[config.mk]
export PLATFORM = sky130hd
export DESIGN_NAME = pipe_ctrl
export DESIGN_NICKNAME = d
export VERILOG_FILES = /design/src/rtl/pipe_ctrl_pkg.sv /design/src/rtl/pipe_ctrl_mc_counter.sv /design/src/rtl/pipe_ctrl.sv
export SDC_FILE = /design/constraint.sdc
export NUM_CORES = 1
export LEC_CHECK = 0
export ABC_AREA = 1
export ABC_CLOCK_PERIOD_IN_PS = 2000
export BUFFER_PORTS_ARGS = -buffer_cell sky130_fd_sc_hd__buf_2
export CAP_MARGIN = 15
export CORE_MARGIN = 2
export CORE_UTILIZATION = 43
export CTS_CLUSTER_DIAMETER = 200
export DETAILED_ROUTE_END_ITERATION = 16
export MAX_ROUTING_LAYER = met4
export PLACE_DENSITY_LB_ADDON = 0.1
export SYNTH_ARGS = -nofsm -noshare
export SYNTH_HDL_FRONTEND = slang
export SYNTH_SLANG_ARGS = --single-unit
export TNS_END_PERCENT = 100
[constraint.sdc]
create_clock -name clk -period 2 [get_ports clk]
set_clock_uncertainty 0.2 [all_clocks]
set_input_delay 0.4 -clock clk [delete_from_list [all_inputs] [get_ports clk]]
set_output_delay 0.4 -clock clk [all_outputs]
set_load 0.02 [all_outputs]
[src/rtl/pipe_ctrl_pkg.sv]
// Shared definitions for the pipeline stall/flush controller: stall vector
// width, stall encodings, stall bit indices and FSM state codes.
package pipe_ctrl_pkg;

  localparam int STALL_W = 6;

  // Bit positions inside the stall vector (1 = hold that stage)
  localparam int STALL_PC     = 0;
  localparam int STALL_IF_ID  = 1;
  localparam int STALL_ID_EX  = 2;
  localparam int STALL_EX_MEM = 3;
  localparam int STALL_MEM_WB = 4;
  localparam int STALL_WB     = 5;

  // A stall at stage X freezes X and everything upstream of it
  localparam logic [STALL_W-1:0] STALL_NONE = 6'b000000;
  localparam logic [STALL_W-1:0] STALL_ID   = 6'b000111;
  localparam logic [STALL_W-1:0] STALL_EX   = 6'b001111;
  localparam logic [STALL_W-1:0] STALL_MEM  = 6'b011111;

  typedef enum logic [1:0] {
    ST_IDLE    = 2'd0,
    ST_MC_BUSY = 2'd1,
    ST_FLUSH   = 2'd2
  } state_t;

endpackage

[src/rtl/pipe_ctrl_mc_counter.sv]
// Loadable down-counter sequencing multi-cycle EX operations.
// Clear wins over load, load wins over decrement; stops at zero.
module pipe_mc_counter #(
  parameter int CNT_W = 6
) (
  input  logic             clk,
  input  logic             rst,
  input  logic             clr,
  input  logic             load,
  input  logic [CNT_W-1:0] load_val,
  input  logic             dec,
  output logic [CNT_W-1:0] cnt,
  output logic             is_one
);

  logic [CNT_W-1:0] cnt_reg;

  // Counter register: reset/clear, load, or decrement toward zero
  always_ff @(posedge clk) begin
    if (rst || clr) begin
      cnt_reg <= '0;
    end else if (load) begin
      cnt_reg <= load_val;
    end else if (dec && (cnt_reg != '0)) begin
      cnt_reg <= cnt_reg - CNT_W'(1);
    end
  end

  assign cnt    = cnt_reg;
  assign is_one = (cnt_reg == CNT_W'(1));

endmodule

[src/rtl/pipe_ctrl.sv]
// Central stall/flush controller for the 5-stage pipeline.
// Merges stall requests, sequences multi-cycle EX ops and issues a
// one-cycle flush with redirect PC on exceptions.
// Optional feature macro: STALL_PERF_EN (stall-cycle / flush counters).
module pipe_ctrl
  import pipe_ctrl_pkg::*;
#(
  parameter int ADDR_W = 32,
  parameter int CNT_W  = 6,
  parameter int PERF_W = 32
) (
  input  logic              clk,
  input  logic              rst,
  input  logic              stallreq_id,
  input  logic              stallreq_ex,
  input  logic              stallreq_mem,
  input  logic              ex_mc_start,
  input  logic [CNT_W-1:0]  ex_mc_cycles,
  input  logic              excp_valid,
  input  logic [ADDR_W-1:0] excp_pc,
  output logic [5:0]        stall,
  output logic              ex_mc_done,
  output logic              flush,
  output logic [ADDR_W-1:0] new_pc,
  output logic [PERF_W-1:0] perf_stall_cyc,
  output logic [PERF_W-1:0] perf_flush_cnt
);

  state_t            state_reg, state_next;
  logic              flush_reg;
  logic [ADDR_W-1:0] new_pc_reg;
  logic              cnt_clr, cnt_load, cnt_dec, cnt_is_one;
  logic [CNT_W-1:0]  cnt;
  logic              mc_short;

  assign mc_short = (ex_mc_cycles <= CNT_W'(1));

  pipe_mc_counter #(.CNT_W(CNT_W)) u_mc_counter (
    .clk      (clk),
    .rst      (rst),
    .clr      (cnt_clr),
    .load     (cnt_load),
    .load_val (ex_mc_cycles - CNT_W'(1)),
    .dec      (cnt_dec),
    .cnt      (cnt),
    .is_one   (cnt_is_one)
  );

  // State register plus registered flush and redirect PC
  always_ff @(posedge clk) begin
    if (rst) begin
      state_reg  <= ST_IDLE;
      flush_reg  <= 1'b0;
      new_pc_reg <= '0;
    end else begin
      state_reg <= state_next;
      flush_reg <= excp_valid;
      if (excp_valid) begin
        new_pc_reg <= excp_pc;
      end
    end
  end

  // Next state, counter control, stall vector and done flag
  always_comb begin
    state_next = state_reg;
    cnt_clr    = 1'b0;
    cnt_load   = 1'b0;
    cnt_dec    = 1'b0;
    ex_mc_done = 1'b0;
    stall      = STALL_NONE;

    if (state_reg == ST_FLUSH) begin
      stall = STALL_NONE;
    end else if (stallreq_mem) begin
      stall = STALL_MEM;
    end else if (stallreq_ex || ex_mc_start || (state_reg == ST_MC_BUSY)) begin
      stall = STALL_EX;
    end else if (stallreq_id) begin
      stall = STALL_ID;
    end

    case (state_reg)
      ST_IDLE: begin
        if (excp_valid) begin
          state_next = ST_FLUSH;
          cnt_clr    = 1'b1;
        end else if (ex_mc_start) begin
          if (mc_short) begin
            ex_mc_done = 1'b1;
          end else begin
            cnt_load   = 1'b1;
            state_next = ST_MC_BUSY;
          end
        end
      end
      ST_MC_BUSY: begin
        if (excp_valid) begin
          // Aborted op never reports done
          state_next = ST_FLUSH;
          cnt_clr    = 1'b1;
        end else begin
          cnt_dec = 1'b1;
          if (cnt_is_one) begin
            ex_mc_done = 1'b1;
            state_next = ST_IDLE;
          end
        end
      end
      ST_FLUSH: begin
        if (excp_valid) begin
          cnt_clr = 1'b1;
        end else begin
          state_next = ST_IDLE;
        end
      end
      default: begin
        state_next = ST_IDLE;
      end
    endcase

    if (rst) begin
      stall      = STALL_NONE;
      ex_mc_done = 1'b0;
    end
  end

  assign flush  = flush_reg;
  assign new_pc = new_pc_reg;

`ifdef STALL_PERF_EN
  logic [PERF_W-1:0] perf_stall_reg;
  logic [PERF_W-1:0] perf_flush_reg;

  // Saturating counters of PC-stall cycles and flush cycles
  always_ff @(posedge clk) begin
    if (rst) begin
      perf_stall_reg <= '0;
      perf_flush_reg <= '0;
    end else begin
      if (stall[STALL_PC] && (perf_stall_reg != '1)) begin
        perf_stall_reg <= perf_stall_reg + PERF_W'(1);
      end
      if (flush_reg && (perf_flush_reg != '1)) begin
        perf_flush_reg <= perf_flush_reg + PERF_W'(1);
      end
    end
  end

  assign perf_stall_cyc = perf_stall_reg;
  assign perf_flush_cnt = perf_flush_reg;
`else
  assign perf_stall_cyc = '0;
  assign perf_flush_cnt = '0;
`endif

  logic unused_cnt;
  assign unused_cnt = ^cnt;

endmodule

==> metrics.yaml <==
outcome: "finished, final reports clean"
regArea_um2: 830
finalSetupViolCount: 0
multi_input_area_mm2: 0.00118
drt_iter0_drc: 72
syn_avg_cell_area_um2: 7.09
yosys.area.top_type: "dfxtp_1"
clock.fmax_ghz: 0.501
period_share: 0.999
muxShareOfSynthArea: 0
wl_um: 4920
yosys.cell_types.count: 22
routedWlPerCell_um: 10.1
cts_tree: "done"
root_buffer: "clkbuf_8"
synth-seq-area-share: 0.351
dp.final_hpwl_um: 3690
rows: 26
synth_top_area_frac: 0.351
diodes: 0
dieArea_mm2: 0.00604
crit_path_start: "u_mc_counter.cnt[1]"
htreeDepth: 2
vias: 2032
cp.required_ns: 1.40
utilization: 0.535
slowest_stage: "dfxtp_2"
vdd_drop_max_uv: 366
cp_cell_sequence: "inv_2, ha_4, nand3_4, nor3_4, a21oi_2, nor2_1, buf_4"
drcViolationCount: 0
cts_buffer_depth: 2
place_congestion: 0.817
grt-ovfl-total: 0
synth_flop_cell: "dfxtp_1"
yosys.cell_count.top_type: "nor2_1"
synth_compound_area_frac: 0.0963
p_leak_nw: 1.50
grt_antenna_before_repair: 0
numCtsBuffers: 5
endpoint_kind: "output port"
arrival_ns: 1.40
io_buffer_count: 83
drive_above_1_share: 0.290
synth_top_family_by_area: "buffers and inverters"
syn-cell-area_mm2: 0.00234
path_class: "reg -> out"
critPathMaxStageDelay_ns: 0.34
ant_nets: 0
hp-start: "excp_pc[30]"
powerDensity_mw_per_mm2: 686
synth-simple-area-share: 0.235
grt_pass1_wl_um: 7900
dieWidth_um: 77.7
die_y_um: 77.7
synth_cells: 330
synth.cells.most_frequent: "nor2_1, buf_4, dfxtp_1"
hold_viol: 0
insertion_delay_ns: 0.29
start_util: 0.452
io_pins: 149
grt_max_degree: 31
grtUsageTotal: 0.167
yosysWarnings: 0
period_needed_ns: 2.00
cts.clk_slew.worst_paths_ns: 0.08
synth-edff-count: 0
hp-class: "in -> reg"
synthXorXnorAreaFrac: 0.0187
drt-pass1-iter-count: 4
r2r-start: "u_mc_counter.cnt[0]"
cp_max_fo: 3
area_growth_pct: 18.3
cts_hold_buf: 0
synth-seq-cells: 41
largest_reg_flops: 32
drv_cap: 0
cp-start-kind: "flip-flop"
async_reset_ff_frac: 0
rsz0062_at_grt: "true"
report.final.slew_viol_count: 0
final_net_count: 466
avgViaCountPerCell: 4.17
total_power_mw: 1.90
nFillCells: 541
core_area_mm2: 0.00517
yosys-top-cells-area: "dfxtp_1, buf_4, nor2_1"
cts_sinks: 41
first_global_vias: 1744
synthAdderAreaFrac: 0.0214
critical path: cells and delay by family (launching register included):
| family | cells | cell delay (ns) |
|---|---|---|
| AOI/OAI and AO/OA | 1 | 0.04 |
| DFF | 1 | 0.34 |
| and+or+nand+nor | 3 | 0.38 |
| adders and majority gates | 1 | 0.13 |
| buffers and inverters | 2 | 0.21 |
metrics by stage:
step	hold WS, ns	area, um^2	instances	setup WS [ns]	setup TNS [ns]
final	0.125	2770	487	0.00254	0
after global routing	0.126	2770	487	-0.0872	-0.0967
after CTS	0.120	2680	484	0.00937	0
after detailed placement	0.283	2570	476	0.0147	0
after global placement	0.271	2570	476	0.0715	0
after floorplan	0.269	2580	394	0.0452	0
kinds of logic (layout without fill, tap and decap cells):
group / after synthesis / after routing
flops: 41 / 41
buf+inv: 101 / 124
fa+ha+maj: 4 / 4
xor+xnor: 5 / 5
simple gates: 133 / 133
other cells: 1 / 65
compound gates: 45 / 45
final timing paths:
path | endpoint | depth (start not counted) | slack [ns]
setup reg to reg | u_mc_counter.cnt[4] | 8 | 0.30
hold / removal | new_pc[30] | 3 | 0.13
setup / recovery | ex_mc_done | 7 | 0.003
hold reg to reg | new_pc[30] | 2 | 0.30
what timing repair did:
action | in CTS | in global routing
pin swaps | 1 | 6
resized for setup | 3 | 21
setup buffers | 1 | 3
setup endpoints to repair | 4 | 5
cell type report:
type,instances,share of cell area
Multi-Input combinational cell,252,0.427
Sequential cell,41,0.300
Timing Repair Buffer,94,0.181
Tap cell,70,0.0317
Inverter,23,0.0312
Clock buffer,6,0.0262
Clock inverter,1,0.00317
power breakdown:
part	switching, mW	internal (mW)
combinational	0.331	0.141
sequential	0.0300	0.869
clock	0.286	0.242
total	0.647	1.25
per-layer routing:
metal | global-route usage | routed length (um) | vias to the layer above
met1 | 0.216 | 2230 | 882
met3 | 0.0419 | 338 | 5
met5 | - | 0 | -
li1 | - | - | 1067
met4 | 0.0429 | 56 | 0
met2 | 0.260 | 2290 | 78
placed cells by master, fill, tap and decap left out, types with 2 or more instances in the layout:
cell type | netlist | routed
nand2_2 | 1 | 2
nand3_2 | 1 | 2
a21oi_2 | 0 | 2
nand2_1 | 32 | 31
dfxtp_2 | 0 | 7
xnor2_1 | 3 | 3
nor2_4 | 0 | 2
xor2_1 | 2 | 2
nand3b_1 | 2 | 2
nand3_1 | 12 | 10
nor2_1 | 81 | 78
dfxtp_1 | 41 | 34
buf_4 | 67 | 12
ha_1 | 4 | 3
a21oi_1 | 9 | 7
clkbuf_8 | 0 | 5
nor3_4 | 1 | 2
conb_1 | 1 | 65
buf_2 | 0 | 82
inv_1 | 22 | 21
o21ai_0 | 36 | 36
No activity file was read; power rests on OpenSTA's default activity.
